<file path="src/rtl/zorro_buffer_sequencer.sv">
// Zorro buffer enable/direction sequencer shared between slave accesses and NCR DMA mastering.
// Optional DATA-phase watchdog enabled by defining BUFFER_TIMEOUT_EN.
module zorro_buffer_sequencer #(
   parameter int unsigned TURN_CYCLES = 1,
   parameter int unsigned TIMEOUT     = 63
) (
   input  logic CLK,
   input  logic RESET,
   input  logic slave_req,
   input  logic slave_read,
   input  logic mstr_req,
   input  logic mstr_read,
   input  logic cycle_end,
   output logic slave_gnt,
   output logic mstr_gnt,
   output logic ABOEL_n,
   output logic ABOEH_n,
   output logic DBOE_n,
   output logic D2Z_n,
   output logic Z2D_n,
   output logic busy,
   output logic timeout
);

   typedef enum logic [1:0] {StIdle, StAddr, StData, StTurn} state_e;

   localparam logic [3:0] TurnMax = 4'(TURN_CYCLES);

   if (TURN_CYCLES == 0 || TURN_CYCLES > 15) begin : g_bad_turn
      $error("TURN_CYCLES must be in 1..15");
   end
   if (TIMEOUT == 0 || TIMEOUT > 63) begin : g_bad_timeout
      $error("TIMEOUT must be in 1..63");
   end

   state_e     state_q, state_d;
   logic       owner_slave_q, owner_slave_d;
   logic       last_slave_q, last_slave_d;
   // 1 = data flows NCR to Zorro (slave read or master write)
   logic       d2z_q, d2z_d;
   logic [3:0] turn_cnt_q, turn_cnt_d;
   logic       owner_req;
   logic       pick_slave;
   logic       tmo_fire;

`ifdef BUFFER_TIMEOUT_EN
   localparam logic [5:0] TmoLast = 6'(TIMEOUT - 1);
   logic [5:0] tmo_cnt_q, tmo_cnt_d;
`endif

   always_comb begin
      state_d       = state_q;
      owner_slave_d = owner_slave_q;
      last_slave_d  = last_slave_q;
      d2z_d         = d2z_q;
      turn_cnt_d    = turn_cnt_q;
      owner_req     = owner_slave_q ? slave_req : mstr_req;
      pick_slave    = 1'b0;
      tmo_fire      = 1'b0;
`ifdef BUFFER_TIMEOUT_EN
      tmo_cnt_d     = tmo_cnt_q;
`endif
      unique case (state_q)
         StIdle: begin
            if (slave_req || mstr_req) begin
               // Round-robin on a tie: the side that did not own the last DATA wins
               pick_slave    = (slave_req && mstr_req) ? !last_slave_q : slave_req;
               owner_slave_d = pick_slave;
               d2z_d         = pick_slave ? slave_read : !mstr_read;
               state_d       = StAddr;
            end
         end
         StAddr: begin
            turn_cnt_d = 4'd1;
`ifdef BUFFER_TIMEOUT_EN
            tmo_cnt_d  = '0;
`endif
            state_d    = owner_req ? StData : StTurn;
         end
         StData: begin
`ifdef BUFFER_TIMEOUT_EN
            tmo_cnt_d = tmo_cnt_q + 6'd1;
            tmo_fire  = (tmo_cnt_q == TmoLast);
`endif
            if (cycle_end || !owner_req || tmo_fire) begin
               last_slave_d = owner_slave_q;
               turn_cnt_d   = 4'd1;
               state_d      = StTurn;
            end
         end
         StTurn: begin
            if (turn_cnt_q >= TurnMax) begin
               state_d = StIdle;
            end else begin
               turn_cnt_d = turn_cnt_q + 4'd1;
            end
         end
         default: state_d = StIdle;
      endcase
   end

   always_ff @(posedge CLK) begin
      if (RESET) begin
         state_q       <= StIdle;
         owner_slave_q <= 1'b0;
         last_slave_q  <= 1'b0;
         d2z_q         <= 1'b0;
         turn_cnt_q    <= '0;
      end else begin
         state_q       <= state_d;
         owner_slave_q <= owner_slave_d;
         last_slave_q  <= last_slave_d;
         d2z_q         <= d2z_d;
         turn_cnt_q    <= turn_cnt_d;
      end
   end

`ifdef BUFFER_TIMEOUT_EN
   always_ff @(posedge CLK) begin
      if (RESET) begin
         tmo_cnt_q <= '0;
         timeout   <= 1'b0;
      end else begin
         tmo_cnt_q <= tmo_cnt_d;
         timeout   <= tmo_fire;
      end
   end
`else
   assign timeout = 1'b0;
`endif

   // Buffer pins are a registered decode of the current state
   always_ff @(posedge CLK) begin
      if (RESET) begin
         slave_gnt <= 1'b0;
         mstr_gnt  <= 1'b0;
         ABOEL_n   <= 1'b1;
         ABOEH_n   <= 1'b1;
         DBOE_n    <= 1'b1;
         D2Z_n     <= 1'b1;
         Z2D_n     <= 1'b1;
         busy      <= 1'b0;
      end else begin
         slave_gnt <= (state_q == StAddr || state_q == StData) && owner_slave_q;
         mstr_gnt  <= (state_q == StAddr || state_q == StData) && !owner_slave_q;
         ABOEL_n   <= !(state_q == StAddr || state_q == StData);
         ABOEH_n   <= !(state_q == StAddr || state_q == StData);
         DBOE_n    <= !(state_q == StData);
         D2Z_n     <= !(state_q == StData && d2z_q);
         Z2D_n     <= !(state_q == StData && !d2z_q);
         busy      <= (state_q != StIdle);
      end
   end

endmodule
</file>
<file path="config.mk">
export PLATFORM = sky130hd
export DESIGN_NAME = zorro_buffer_sequencer
export DESIGN_NICKNAME = d
export VERILOG_FILES = /design/src/rtl/zorro_buffer_sequencer.sv
export SDC_FILE = /design/constraint.sdc
export NUM_CORES = 1
export LEC_CHECK = 0
export BUFFER_PORTS_ARGS = -buffer_cell sky130_fd_sc_hd__buf_4
export CORE_AREA = 2 2 45 47
export DETAILED_ROUTE_END_ITERATION = 12
export DIE_AREA = 0 0 47 49
export PLACE_DENSITY_LB_ADDON = 0.05
export REMOVE_ABC_BUFFERS = 1
export SLEW_MARGIN = 20
export SYNTH_ARGS = -nofsm -noshare
export SYNTH_HDL_FRONTEND = slang
export SYNTH_SLANG_ARGS = --single-unit
export TNS_END_PERCENT = 5
</file>
<file path="constraint.sdc">
create_clock -name CLK -period 1.5 [get_ports CLK]
set_clock_uncertainty 0.05 [all_clocks]
set_input_delay 0.225 -clock CLK [delete_from_list [all_inputs] [get_ports CLK]]
set_output_delay 0.225 -clock CLK [all_outputs]
set_load 0.02 [all_outputs]
</file>
==> results.md <==
- Die Y: around 49 um
- Placer Congestion: between 0.8 and 0.9
- Final worst path period share: 104.9%
- CP Cell Sequence: inv_2 > ha_1 > and4bb_1 > and2_4 > a2111oi_4 > o31ai_1
- Crit path DAT: 1700 ps
- Initial Utilization: a little over two fifths
- Most frequent cells in the layout: buf_4, dfxtp_1, nand2_1
- Largest net degree at the start of global routing: 10
- DR vias/cell: 4.929
- H-tree Lvls: 1
- Adder-cell share of the synthesized area: 11.06%
- EDFF count, synth: 0
- Crit end category: flip-flop
- Compound-gate portion of the synthesized area: 19.43%
- Commonest non-fill, non-tap cell in the layout: buf_4
- Clock buffer depth: 2
- Leakage: around 0.5 nW
- Register area share after synthesis: slightly above 40%
- Root Buffer: clkbuf_4
- Register bit total from synthesis: 16
- Routed WL per cell: 12.35 um
- HP Class: input pin to flip-flop
- Power after layout: roughly 1.9 mW
- Iter 0 DRT Violations: 20
- Placed cells: 137
- Antenna viol nets, final: 0
- Clock transition at path regs: about 90 ps
- Initial antenna violation count: 0
- Worst path bufs/invs: 1
- Detail Route met3 WL: 112 um
- # hold bufs at CTS: 0
- # Post-CTS Setup Buffers: 0
- Met2 wire length: 827 um
- Ys async rst share: 0%
- Synth Instances: 86
- Half-perimeter wire length after placement: 1.160 mm
- Fraction of layout cells with a size suffix above 1: around half
- Largest area contributor in the netlist: dfxtp_1
- XOR/XNOR Fraction of Synth Area: 0%
- Max Cap Violations: 0
- Period minus WS final: 1573 ps
- Slowest stage delay, CP: 390 ps
- Final hold vios: 0
- CP required: 1630 ps
- Cell area after layout: around 1100 um^2
- CTS Buf Count: 3
- RSZ-0062 raised after global routing: yes
- Sink Count: 16
- Pre-Repair DR Iteration Count: 4
- Share of the synthesized area in the top cell type: between 40% and 50%
- Die ar.: 2303 um^2
- Global-route wire length before repair: roughly 2.7 mm
- WS Path Type: flip-flop to flip-flop
- Multiplexer share of the synthesized area: under 10%
- Synth top area cells: dfxtp_1, ha_1, inv_1, a21oi_1, nand2_1
- Total gr overflow: 0
- Vias: 695
- Die X-Extent: 47 um
- # rows: 16
- Slew Viols, Final: 0
- DRC viols: 0
- Vias in the first global route: between 500 and 600
- Fmax: between 600 and 700 MHz
- Highest routed layer: met4
- Ports: 16
- Largest family of logic cells by synthesized area: compound AO/OA/AOI/OAI gates
- Ys Warns: 0
- VDD IR max: just under 800 uV
- Startpoint Class: flip-flop
- Crit-path slowest cell: dfxtp_4
- Cell Area, Synth: 792.0 um^2
- Count of final setup violators: 3
- Simple-gate portion of the synthesized area: between 10% and 20%
- CTS tree: yes
- I/O Buffers: 14
- Reg with most FFs: turn_cnt_q
- Total Wirelength: about 1.7 mm
- Max reg flops: 4
- Fin nets: 129
- Main synth FF type: dfxtp_1
- Failing checks: negative setup slack
- Gr usage total: about 16%
- Worst slack, placed: -134.0 ps
- Final Non-Filler Cells: 141
- Core Area: approximately 1800 um^2
- Largest regs: turn_cnt_q x4, state_q x2
- CP top delay family: simple AND/OR/NAND/NOR gates
- Mapped Avg Cell Area: 9.209 um^2
- DP Area: about 1000 um^2
- Synth-to-Final Area Change: 44.39%
- Pwr dens: between 1500 and 2000 nW/um^2
- Status: finished, violations left
- M1 wire length: approximately 770 um
- Netlist cell types: 31
- Fin worst setup slack: -72.98 ps
- ANT cells: 0
- Layout Utilization: slightly above 60%
- Critical Path Fanout Max: 3
- Clk_lat worst skew: between 200 and 300 ps
[synth_stat cells, drive strengths merged, types with 2 or more instances]
cell type	n
nand4	2
inv	9
and2	2
nor2	3
buf	4
mux2i	2
a21oi	7
nand2	8
dfxtp	16
ha	7
nand3	3
o21ai	5
nor3b	2
a21o	2
[path summary, 6_finish.rpt]
kind                                   start                      end  slack, ps  cells past startpoint
setup / recovery  turn_cnt_q[0]$_SDFFE_PP0P_  state_q[0]$_SDFFE_PP0P_        -70                      6
hold / removal                         RESET          busy$_SDFF_PP0_        130                      2
setup reg to reg  turn_cnt_q[0]$_SDFFE_PP0P_  state_q[0]$_SDFFE_PP0P_        -70                      6
hold reg to reg           d2z_q$_SDFFE_PP0P_         D2Z_n$_SDFF_PP1_        350                      1
[logic make-up after synthesis]
family / count (synthesis)
AOI/OAI and AO/OA: 21
adders and majority gates: 7
and+or+nand+nor: 26
muxes: 2
buffers and inverters: 13
other: 1
DFF: 16
[power breakdown]
| part | internal, mW | switching, mW | total (mW) | leakage [nW] |
|---|---|---|---|---|
| Sequential | 0.537 | 0.0688 | 0.606 | 0.133 |
| Clock | 0.148 | 0.141 | 0.289 | 0.0210 |
| Combinational | 0.509 | 0.454 | 0.962 | 0.344 |
[metal layers]
metal | GRT usage (%) | vias to the layer above
li1 | - | 350
met1 | 25.29 | 316
met4 | 8.796 | 0
met2 | 19.18 | 25
met3 | 3.704 | 4
met5 | 0 | -
[timing repair]
| item | 4_1_cts | 5_1_grt |
|---|---|---|
| gates resized for setup | 10 | 20 |
| endpoints found under the setup margin | 6 | 6 |
| pin swaps | 1 | 4 |
[per-stage QoR]
stage / TNS (ps) / hold WS (ps)
floorplan: -228.7 / 241.7
global placement: -301.7 / 326.7
detailed placement: -349.2 / 328.8
CTS: -56.76 / 112.4
global route: -374.6 / 118.3
finish: -152.9 / 126.2
[layout make-up]
class / count / area, um^2
flip-flops and latches: 16 / 327.8
multi-input cells: 57 / 494.2
inverters: 9 / 33.78
well taps: 27 / 33.78
repair buffers: 28 / 217.7
clock buffers: 4 / 36.28
fillers: 145 / 698.2
[worst reg2reg max path: stages (launching register included)]
cell and delay, ps:
dfxtp_4 390, inv_2 50, ha_1 200, and4bb_1 220, and2_4 180, a2111oi_4 260
o31ai_1 110
Note: power is estimated with default switching activity, not from simulation.
